File: src/rtl/lector_salidas.sv
// Round-robin drain reader for output FIFOs 4..7 feeding one ready-gated sink, with per-channel delivered-word counters.
// Define LECTOR_CNT_SAT_EN to make counters saturate at all-ones; otherwise they wrap.
module lector_salidas #(
  parameter int DATA_W = 10,
  parameter int CNT_W  = 5
) (
  input  logic              clk,
  input  logic              reset,
  input  logic [3:0]        fifo_empty,
  input  logic [DATA_W-1:0] FIFO_data_out4,
  input  logic [DATA_W-1:0] FIFO_data_out5,
  input  logic [DATA_W-1:0] FIFO_data_out6,
  input  logic [DATA_W-1:0] FIFO_data_out7,
  output logic              pop4,
  output logic              pop5,
  output logic              pop6,
  output logic              pop7,
  input  logic              sink_ready,
  output logic [DATA_W-1:0] data_out,
  output logic              valid_out,
  output logic [1:0]        ch_out,
  input  logic              IDLE,
  input  logic [1:0]        idx,
  input  logic              req,
  output logic              valid_contador,
  output logic [CNT_W-1:0]  contador_out
);

  typedef enum logic [1:0] {SEL, POP, WAIT} state_t;

  state_t                      state_q, state_d;
  logic [1:0]                  rr_q, rr_d;
  logic [1:0]                  gnt_q, gnt_d;
  logic [3:0]                  pop_q, pop_d;
  logic [DATA_W-1:0]           data_q, data_d;
  logic                        valid_q, valid_d;
  logic [1:0]                  ch_q, ch_d;
  logic [3:0][CNT_W-1:0]       cnt_q, cnt_d;
  logic                        vcont_q, vcont_d;
  logic [CNT_W-1:0]            cont_q, cont_d;

  logic [DATA_W-1:0]           fifo_rd [4];
  logic [1:0]                  grant;
  logic [1:0]                  cand;
  logic [CNT_W-1:0]            cnt_inc;

  assign fifo_rd[0] = FIFO_data_out4;
  assign fifo_rd[1] = FIFO_data_out5;
  assign fifo_rd[2] = FIFO_data_out6;
  assign fifo_rd[3] = FIFO_data_out7;

  // Scan from the farthest offset down so the nearest non-empty channel to rr_q wins.
  always_comb begin
    grant = rr_q;
    cand  = rr_q;
    for (int k = 3; k >= 0; k--) begin
      cand = rr_q + k[1:0];
      if (!fifo_empty[cand]) grant = cand;
    end
  end

  always_comb begin
`ifdef LECTOR_CNT_SAT_EN
    cnt_inc = (cnt_q[gnt_q] == '1) ? cnt_q[gnt_q] : cnt_q[gnt_q] + 1'b1;
`else
    cnt_inc = cnt_q[gnt_q] + 1'b1;
`endif
  end

  always_comb begin
    state_d = state_q;
    rr_d    = rr_q;
    gnt_d   = gnt_q;
    pop_d   = '0;
    data_d  = data_q;
    valid_d = 1'b0;
    ch_d    = ch_q;
    cnt_d   = cnt_q;
    case (state_q)
      SEL: begin
        if (!IDLE && sink_ready && (fifo_empty != 4'b1111)) begin
          pop_d[grant] = 1'b1;
          gnt_d        = grant;
          state_d      = POP;
        end
      end
      POP: begin
        rr_d    = gnt_q + 2'd1;
        state_d = WAIT;
      end
      WAIT: begin
        data_d       = fifo_rd[gnt_q];
        ch_d         = gnt_q;
        valid_d      = 1'b1;
        cnt_d[gnt_q] = cnt_inc;
        state_d      = SEL;
      end
      default: state_d = SEL;
    endcase
  end

  // Reads see the registered counters, so a same-cycle increment is not yet visible.
  always_comb begin
    vcont_d = 1'b0;
    cont_d  = cont_q;
    if (req && IDLE) begin
      vcont_d = 1'b1;
      cont_d  = cnt_q[idx];
    end
  end

  always_ff @(posedge clk or negedge reset) begin
    if (!reset) begin
      state_q <= SEL;
      rr_q    <= 2'd0;
      gnt_q   <= 2'd0;
      pop_q   <= 4'd0;
      data_q  <= '0;
      valid_q <= 1'b0;
      ch_q    <= 2'd0;
      cnt_q   <= '0;
      vcont_q <= 1'b0;
      cont_q  <= '0;
    end else begin
      state_q <= state_d;
      rr_q    <= rr_d;
      gnt_q   <= gnt_d;
      pop_q   <= pop_d;
      data_q  <= data_d;
      valid_q <= valid_d;
      ch_q    <= ch_d;
      cnt_q   <= cnt_d;
      vcont_q <= vcont_d;
      cont_q  <= cont_d;
    end
  end

  assign pop4           = pop_q[0];
  assign pop5           = pop_q[1];
  assign pop6           = pop_q[2];
  assign pop7           = pop_q[3];
  assign data_out       = data_q;
  assign valid_out      = valid_q;
  assign ch_out         = ch_q;
  assign valid_contador = vcont_q;
  assign contador_out   = cont_q;

endmodule

File: config.mk
export PLATFORM = sky130hd
export DESIGN_NAME = lector_salidas
export DESIGN_NICKNAME = d
export VERILOG_FILES = /design/src/rtl/lector_salidas.sv
export SDC_FILE = /design/constraint.sdc
export NUM_CORES = 1
export LEC_CHECK = 0
export ABC_AREA = 1
export BUFFER_PORTS_ARGS = -buffer_cell sky130_fd_sc_hd__buf_2
export CAP_MARGIN = 15
export CORE_AREA = 4 4 78 80
export CTS_CLUSTER_SIZE = 28
export DETAILED_ROUTE_END_ITERATION = 8
export DIE_AREA = 0 0 82 84
export GPL_TIMING_DRIVEN = 0
export HOLD_SLACK_MARGIN = 0.02
export PLACE_DENSITY_LB_ADDON = 0.12
export RECOVER_POWER = 100
export SYNTH_ARGS = -nofsm -noshare
export SYNTH_HDL_FRONTEND = slang
export SYNTH_SLANG_ARGS = --single-unit
File: constraint.sdc
create_clock -name clk -period 2.41 [get_ports clk]
set_input_delay 0 -clock clk [delete_from_list [all_inputs] [get_ports clk]]
set_output_delay 0 -clock clk [all_outputs]
set_load 0.01 [all_outputs]
==> results of run 1 <==
## per-stage QoR
step,utilization,instance area (um2)
floorplan,-,2770
global route,0.615,3320
CTS,0.626,3380
detailed placement,0.597,3230
global placement,0.597,3230
finish,0.615,3320
## worst max-delay path: stages (launching register included)
cell	delay, ns
sky130_fd_sc_hd__dfrtp_1	0.38
sky130_fd_sc_hd__clkbuf_2	0.26
sky130_fd_sc_hd__clkbuf_1	0.42
sky130_fd_sc_hd__nor2_1	0.09
sky130_fd_sc_hd__o21ai_0	0.09
sky130_fd_sc_hd__a31oi_1	0.10
sky130_fd_sc_hd__dlygate4sd3_1	0.57
## flip-flops by register name (all words and copies together), names as in the netlist
name and cells:
cnt_q 20, data_out 10, contador_out 5, pop_q 4, ch_out 2, gnt_q 2, rr_q 2, state_q 2
valid_contador 1, valid_out 1
## worst paths after layout
path                       cells after the start              start  slack (ns)              end
max reg2reg                                    6           gnt_q[1]        0.38      data_out[0]
min reg2reg                                    2           cnt_q[9]        0.49         cnt_q[9]
min in group asynchronous                      2              reset        0.37  contador_out[1]
max                                            6           gnt_q[1]        0.38      data_out[0]
min                                            3  FIFO_data_out7[5]        0.04      data_out[5]
max in group asynchronous                      3              reset        0.76       state_q[1]
## layer usage
layer  GRT usage  share of wire  up-vias
met2       0.350           0.48       88
met5           0              0        -
li1            -              -     1366
met3      0.0518          0.062        8
met1       0.274           0.45     1234
met4      0.0514          0.011        0
## power groups by stage
stage          Combinational, mW  Clock, mW  Sequential (mW)
2_1_floorplan               1.47          0             1.37
3_3_place_gp                2.04          0             1.33
3_5_place_dp                2.09          0             1.34
4_1_cts                     2.12      0.497             1.33
5_1_grt                     2.29      0.534             1.37
6_report                    2.00      0.485             1.33
## logic make-up after synthesis
group / after synthesis
simple gates: 182
compound gates: 81
xor+xnor: 2
fa+ha+maj: 5
buf+inv: 52
flops: 49
## cells in the final DEF, fill, tap and decap left out, types with 11 or more instances in the layout
master	Yosys	routed
sky130_fd_sc_hd__clkbuf_1	3	33
sky130_fd_sc_hd__nor2_1	60	60
sky130_fd_sc_hd__nand2_1	93	96
sky130_fd_sc_hd__buf_2	7	51
sky130_fd_sc_hd__inv_1	31	31
sky130_fd_sc_hd__a31oi_1	11	11
sky130_fd_sc_hd__dfrtp_1	49	49
sky130_fd_sc_hd__o21ai_0	46	48
sky130_fd_sc_hd__nand3_1	13	13
## cell type report
cell class	count	area [um2]
Sequential cell	49	1230
Multi-Input combinational cell	270	1280
Buffer	15	91.3
Clock buffer	7	86.3
Timing Repair Buffer	81	409
Fill cell	519	2080
Inverter	37	140
Tap cell	72	90.1
## timing repair
item,4_1_cts,5_1_grt
hold buffers,7,0
buffers inserted,0,0
hold endpoints to repair,54,0
==> out/results.txt, run 1 <==
The critical path is of the flip-flop to flip-flop type. The tools report the via count as 2696. The worst vdd rail ir drop came out at 485 uV. Number of hold violations in the final report: 0. The logs give 0 for the number of nets still failing antenna checks after routing and 0 for the number of antenna violations at the first check in global routing. The share of cells above drive strength 1 works out to 0.179.

The number of iterations in the first detailed-routing pass came out at 4. 74 I/O pins were placed. For the final worst clock skew, the log shows 0.00612 ns. The detailed router finished its first iteration with 146 violations. Routability-driven placement finished with a final weighted congestion of 0.896.

The area share of fa/ha/maj cells after synthesis was 0.0226; the endpoint arrival time on the critical path was 2.21 ns. Entering global routing, the biggest net connects 50 pins. The register share of total power is 0.348.

The kind of launch point of the worst setup path is a flip-flop. sky130_fd_sc_hd__nand2_1 is the most common cell in the netlist. No sink is reached through more buffers than the 2 on the longest clock path. After detailed routing, the total wire length is 6770 um.

The post-placement cell count is 516, and the share of the clock period used by the worst path after layout is 0.842. The fraction of power consumed by combinational cells came out at 0.525. Worst-case headroom to the max-slew limit: 0.355. The logs give 493 MHz for the timing-limited maximum frequency and 0 for the global route total overflow.

The die covers 6890 um2. The count of H-tree levels built during CTS was 2. The mean instance size in the synthesized netlist came out at 7.47 um2. Counting every net in the synthesized netlist gives 427. The most used flip-flop cell after synthesis is sky130_fd_sc_hd__dfrtp_1. The final count of pins violating max slew came out at 0.

The die height is 84 um. The final hold slack was 0.0351 ns. Leaving out filler cells and counting taps, the final layout contains 531. Summed over all cells, the static leakage comes to 1.71 nW. The worst setup path is captured at a flip-flop.

Using the TritonRoute via totals, the vias-per-cell ratio works out to 5.08. The global router's overall resource usage is 0.211, and the power per cell area is 1150 nW/um2. The synthesized instance count is 371. Setup repair after global routing left no endpoint under its margin. In this run the power spent charging and discharging nets is 1.73 mW. The cell chosen for the clock root is sky130_fd_sc_hd__clkbuf_8. The number of global-route vias before repair was 2588. The core box area is 5410 um2. The run gives 49 as the clock sink total.

Synthesis inferred 49 register bits. The final layout contains 515 nets. The top fanout value on the critical path was 10; the post-synthesis cell type count was 31.

The worst path setup slack after routing was 0.382 ns; the wire length per cell was 12.7 um. The area fraction in compound gates after synthesis is 0.166, and the initial cell density of the core is 0.513. Counting the buffers created by CTS gives 5. After synthesis, the largest family of logic cells by area is simple AND/OR/NAND/NOR gates.

The total number of placement rows was 27; the width of the chip was 82 um. The number of antenna diodes in the final layout is 0. Detailed placement finished with a half-perimeter wire length of 4980 um.

Data required time at the worst endpoint: 2.59 ns. The run finished with clean final reports. The area share of xor/xnor cells in the synthesized design is 0.00903, and the area of the mapped netlist is 2770 um2. The switching share of total power is 0.454.

Post-CTS repair changed the size of 0 cells. Input and output buffers added on the ports amount to 73. By area the synthesized netlist is led by sky130_fd_sc_hd__dfrtp_1 (44%), sky130_fd_sc_hd__nand2_1 (13%), sky130_fd_sc_hd__o21ai_0 (8.3%). Power comes to 3.82 mW. Counting flops with a built-in enable in the synthesized netlist gives 0. The clock share of power is 0.127, and the worst setup slack before clock tree synthesis is 0.502 ns. Class of the tightest hold or removal check: input port to flip-flop. Measured slew at the worst slew-check pin: 0.967 ns. The synthesis-to-finish area growth was 19.9%; the time the final worst path needs with I/O delays and setup was 2.03 ns. The run gives 2.08 mW as the internal power contribution. The multiplexer area fraction after synthesis works out to 0. The share of synthesized area occupied by flip-flops and latches was 0.442; the wire length of the first global-routing pass was 11500 um.

After clock tree synthesis, the clock-pin slew on the worst setup and hold paths is 0.08 ns. The fraction of registers with async set or reset after synthesis came out at 1.00. The proportion of netlist area held by the largest area contributor works out to 0.442. The basic-gate share of the synthesized area counting and, or, nand and nor cells works out to 0.272. During synthesis, Yosys emitted a total of 0 warnings. Setup total negative slack on the finished layout was measured at 0 ns.

The number of remaining DRC errors came out at 0. Summed over all instances, the cell type with the most area after synthesis is sky130_fd_sc_hd__dfrtp_1. The later pin in the worst-skew pair is clocked with a latency of 0.30 ns. TritonCTS built the clock tree.

Setup violations remaining at the end of the flow were counted as 0. The number of max-cap violations came out at 0. In the synthesized netlist, the cells that appear most often are sky130_fd_sc_hd__nand2_1 (93), sky130_fd_sc_hd__nor2_1 (60), sky130_fd_sc_hd__dfrtp_1 (49).
No activity file was read; power rests on OpenSTA's default activity.
==> run 2, diff against run 1 <==
- ABC_AREA: 1 -> 0
- CORE_AREA: 4 4 78 80 -> 4 4 75 77
- DIE_AREA: 0 0 82 84 -> 0 0 79 81
- clock period: 2.41 -> 2.1 ns (I/O delays scaled with it)
==> out/results.txt, run 2 <==
Number of iterations in the first detailed-routing pass: 4 (unchanged). For this run, the leading register cell type out of synthesis is sky130_fd_sc_hd__dfrtp_1. Setup repair after global routing left no endpoint under its margin. The initial cell density of the core came out at 0.488 (-0.0252). The wire length on met3 came out at 277 um (-34%).

The critical path is of the flip-flop to flip-flop type. Setup TNS: 0 ns (unchanged). The final worst clock skew is 0.00984 ns (+0.00372 ns). The number of nets still failing antenna checks after routing came out at 0 (unchanged). For the number of hold violations in the final report, the log shows 0 (unchanged).

In the layout the commonest cells are sky130_fd_sc_hd__buf_2 (49), sky130_fd_sc_hd__dfrtp_1 (49), sky130_fd_sc_hd__clkbuf_1 (27). The number of endpoints failing setup at the final stage is 0 (unchanged), and the endpoint arrival time on the critical path is 2.12 ns (-0.09 ns). For the static leakage power, the log shows 1.34 nW (-22%).

The multiplexer area fraction after synthesis was 0.295 (+0.295); the wire length per cell was 15.9 um (+25%). In this run the worst hold path is classified as input port to flip-flop. Number of synthesized register bits: 49 (unchanged). The width of the chip was 79 um (-3.7%). Number of design-rule violations left by the first detailed-router iteration: 91 (-38%). The share of cells above drive strength 1 came out at 0.422 (+0.243). The die area came out at 6400 um2 (-7.1%). The pin count of the biggest net entering global routing was 50 (unchanged). The number of fillers in the final layout was 453 (-13%). The top fanout value on the critical path is 8 (-2), and the source-to-sink clock delay at the later pin of the worst-skew pair is 0.30 ns (about the same). The detailed-route wire length is 5200 um (-23%). The logs give 1140 um2 (-11%) for the area taken by multi-input logic gates and 0 (unchanged) for the final count of pins violating max slew. The measured slew at the worst slew-check pin was 1.26 ns (+0.291 ns); the die height was 81 um (-3.6%). The net count of the mapped netlist is 230 (-46%). The total power consumption of the routed design was 3.32 mW (-13%).

For the global router's overall resource usage, the log shows 0.170 (-0.0411). Area share of xor/xnor cells in the synthesized design: 0.0169 (+0.00788). The run gives 2.27 ns (-0.32 ns) as the data required time at the worst endpoint.

The most frequent cell after synthesis is sky130_fd_sc_hd__dfrtp_1. The logs give 2360 um (-22%) for the routed metal-1 wire length and 5010 um2 (-7.3%) for the core box area. The area fraction in compound gates after synthesis is 0.0651 (-0.101), and the number of enable-type register cells in the synthesized netlist is 0 (unchanged). The flow ran to the end, and the final reports show no timing, DRC or antenna violations. The run gives 2 (unchanged) as the maximum buffer depth of the clock tree. The flip-flop and latch area was 1230 um2 (unchanged).

The worst setup path is launched from a flip-flop. The area of the mapped netlist was 2440 um2 (-12%). The post-CTS setup-driven buffer insertion count is 0 (unchanged), and the worst path setup slack after routing is 0.159 ns (-0.223 ns). Sorting the synthesized cells by how often they occur yields sky130_fd_sc_hd__dfrtp_1 (49), sky130_fd_sc_hd__mux2_2 (23), sky130_fd_sc_hd__nand2_1 (22). By area, the combinational part of the netlist is dominated by multiplexers. The via count was 1676 (-38%). For the number of remaining DRC errors, the log shows 0 (unchanged). The run gives 49 (unchanged) as the clock sink total. The worst setup slack before clock tree synthesis was -0.182 ns (-0.684 ns); the synthesized instance count was 174 (-53%). The clock-pin transition on the worst setup and hold timing paths was 0.09 ns (about the same). The number of nets in the finished design was 311 (-40%); the global placement routability congestion was 0.707 (-21%).

The tools report the number of antenna repair diodes as 0 (unchanged). The fraction of registers with async set or reset after synthesis was 1.00 (unchanged); the wire length of the first global-routing pass was 8240 um (-29%). The register with the most flip-flops in the final layout is cnt_q.

The number of antenna violations at the first check in global routing was 0 (unchanged); the sum of met2 wire segment lengths after detailed routing was 2510 um (-23%). The tools report the share of synthesized area occupied by flip-flops and latches as 0.502 (+0.0596). Via density per instance: 5.14 (+1.3%).

The share of the clock period used by the worst path after layout works out to 0.924 (+0.0827). The worst-case headroom to the max-slew limit came out at 0.161 (-0.194). The run gives 5 (unchanged) as the number of CTS-inserted buffers. The mean instance size in the synthesized netlist is 14.0 um2 (+88%).

TritonCTS built the clock tree. For the timing-limited maximum frequency, the log shows 515 MHz (+4.5%). The flip-flop count of the largest register after layout came out at 20 (unchanged). The basic-gate share of the synthesized area counting and, or, nand and nor cells was 0.0697 (-0.203). The tools report the kind of end point of the critical path as a flip-flop. For the global route total overflow, the log shows 0 (unchanged). The power per cell area is 1120 nW/um2 (-2.9%).

The highest metal layer carrying signal wires in the routed design is met4. The time the final worst path needs with I/O delays and setup was 1.94 ns (-0.0873 ns). The tools report the number of standard cells in the layout, taps in and fillers out as 326 (-39%).

By area the synthesized netlist is led by sky130_fd_sc_hd__dfrtp_1 (50%), sky130_fd_sc_hd__mux4_2 (18%), sky130_fd_sc_hd__mux2_2 (11%). The tools report the count of H-tree levels built during CTS as 2 (unchanged). The proportion of netlist area held by the largest area contributor is 0.502 (+0.0596). The number of max-cap violations came out at 0 (unchanged). The run gives 28 (-9.7%) as the post-synthesis cell type count. In this run the clock root is driven by a sky130_fd_sc_hd__clkbuf_8.

For the post-detailed-placement half-perimeter wirelength, the log shows 3910 um (-21%). The synthesis-to-finish area growth is 22.0%. For the number of warnings reported in the yosys synthesis log, the log shows 0 (unchanged). The worst vdd rail ir drop was 516 uV (+6.2%); the number of I/O pins was 74 (unchanged). The run gives 316 (-39%) as the post-placement cell count. For the total number of placement rows, the log shows 26 (-3.7%).

The post-synthesis cell type with the largest combined area is sky130_fd_sc_hd__dfrtp_1. The count of buffers from port buffering came out at 72 (-1.4%). The number of global-route vias before repair was 1663 (-36%); the area share of fa/ha/maj cells after synthesis was 0.0256 (+0.00304).
[run 2: cell count changes after synthesis, moves of 10 or more]
cell                      change
sky130_fd_sc_hd__a31oi_1     -11
sky130_fd_sc_hd__nand2_1     -71
sky130_fd_sc_hd__nand2_2     -10
sky130_fd_sc_hd__nor2_1      -55
sky130_fd_sc_hd__nand3_1     -12
sky130_fd_sc_hd__mux4_2      +20
sky130_fd_sc_hd__mux2_2      +23
sky130_fd_sc_hd__inv_1       -26
sky130_fd_sc_hd__o21ai_0     -36
[run 2: what timing repair did]
action                     in CTS  in global routing
setup endpoints to repair       2                  2
hold buffers                    1                  0
resized for setup               1                  2
hold endpoints to repair       49                  0
[run 2: worst max-delay path, stage by stage (launching register included)]
cell and delay, ns:
sky130_fd_sc_hd__dfrtp_1 0.39, sky130_fd_sc_hd__buf_6 0.18, sky130_fd_sc_hd__mux4_2 0.59, sky130_fd_sc_hd__ha_1 0.25, sky130_fd_sc_hd__xnor2_1 0.28, sky130_fd_sc_hd__o21ai_0 0.13
[run 2: routing by layer]
metal	vias to the layer above	track usage
li1	805	-
met1	821	0.229
met2	44	0.283
met3	6	0.0399
met4	0	0.0412
met5	-	0
[run 2: logic make-up (layout without fill, tap and decap cells)]
family                     Yosys count  count (layout)
and+or+nand+nor                     36              36
adders and majority gates            5               5
buffers and inverters               12              94
AOI/OAI and AO/OA                   25              25
muxes                               44              44
DFF                                 49              49
xor gates and xnor gates             3               3
[run 2: report_power, final]
group          total [mW]  internal, mW  leakage, nW  switching, mW
Combinational        1.33         0.691        0.647          0.641
Sequential           1.39          1.22        0.634          0.171
Clock               0.597         0.298       0.0542          0.299
[run 2: layout make-up]
class | instances | area share
Sequential cell | 49 | 0.411
Timing Repair Buffer | 74 | 0.121
Multi-Input combinational cell | 113 | 0.382
Clock buffer | 7 | 0.0323
Clock inverter | 1 | 0.00168
Inverter | 5 | 0.00630
Tap cell | 70 | 0.0294
Buffer | 7 | 0.0155
[run 2: stage by stage]
step                 util  area (um2)  hold slack, ns
floorplan               -        2440          -0.296
global placement    0.577        2890           0.260
detailed placement  0.577        2890           0.269
CTS                 0.599        3000          0.0222
global route        0.595        2980          0.0664
finish              0.595        2980          0.0383
[run 2: worst paths after layout]
| path | slack [ns] | start | to | cells after the start |
|---|---|---|---|---|
| max | 0.16 | gnt_q[0] | cnt_q[17] | 5 |
| min | 0.04 | IDLE | state_q[0] | 3 |
| min in group asynchronous | 0.48 | reset | cnt_q[3] | 2 |
| min reg2reg | 0.49 | state_q[1] | state_q[1] | 1 |
| max reg2reg | 0.16 | gnt_q[0] | cnt_q[17] | 5 |
| max in group asynchronous | 0.85 | reset | rr_q[0] | 3 |
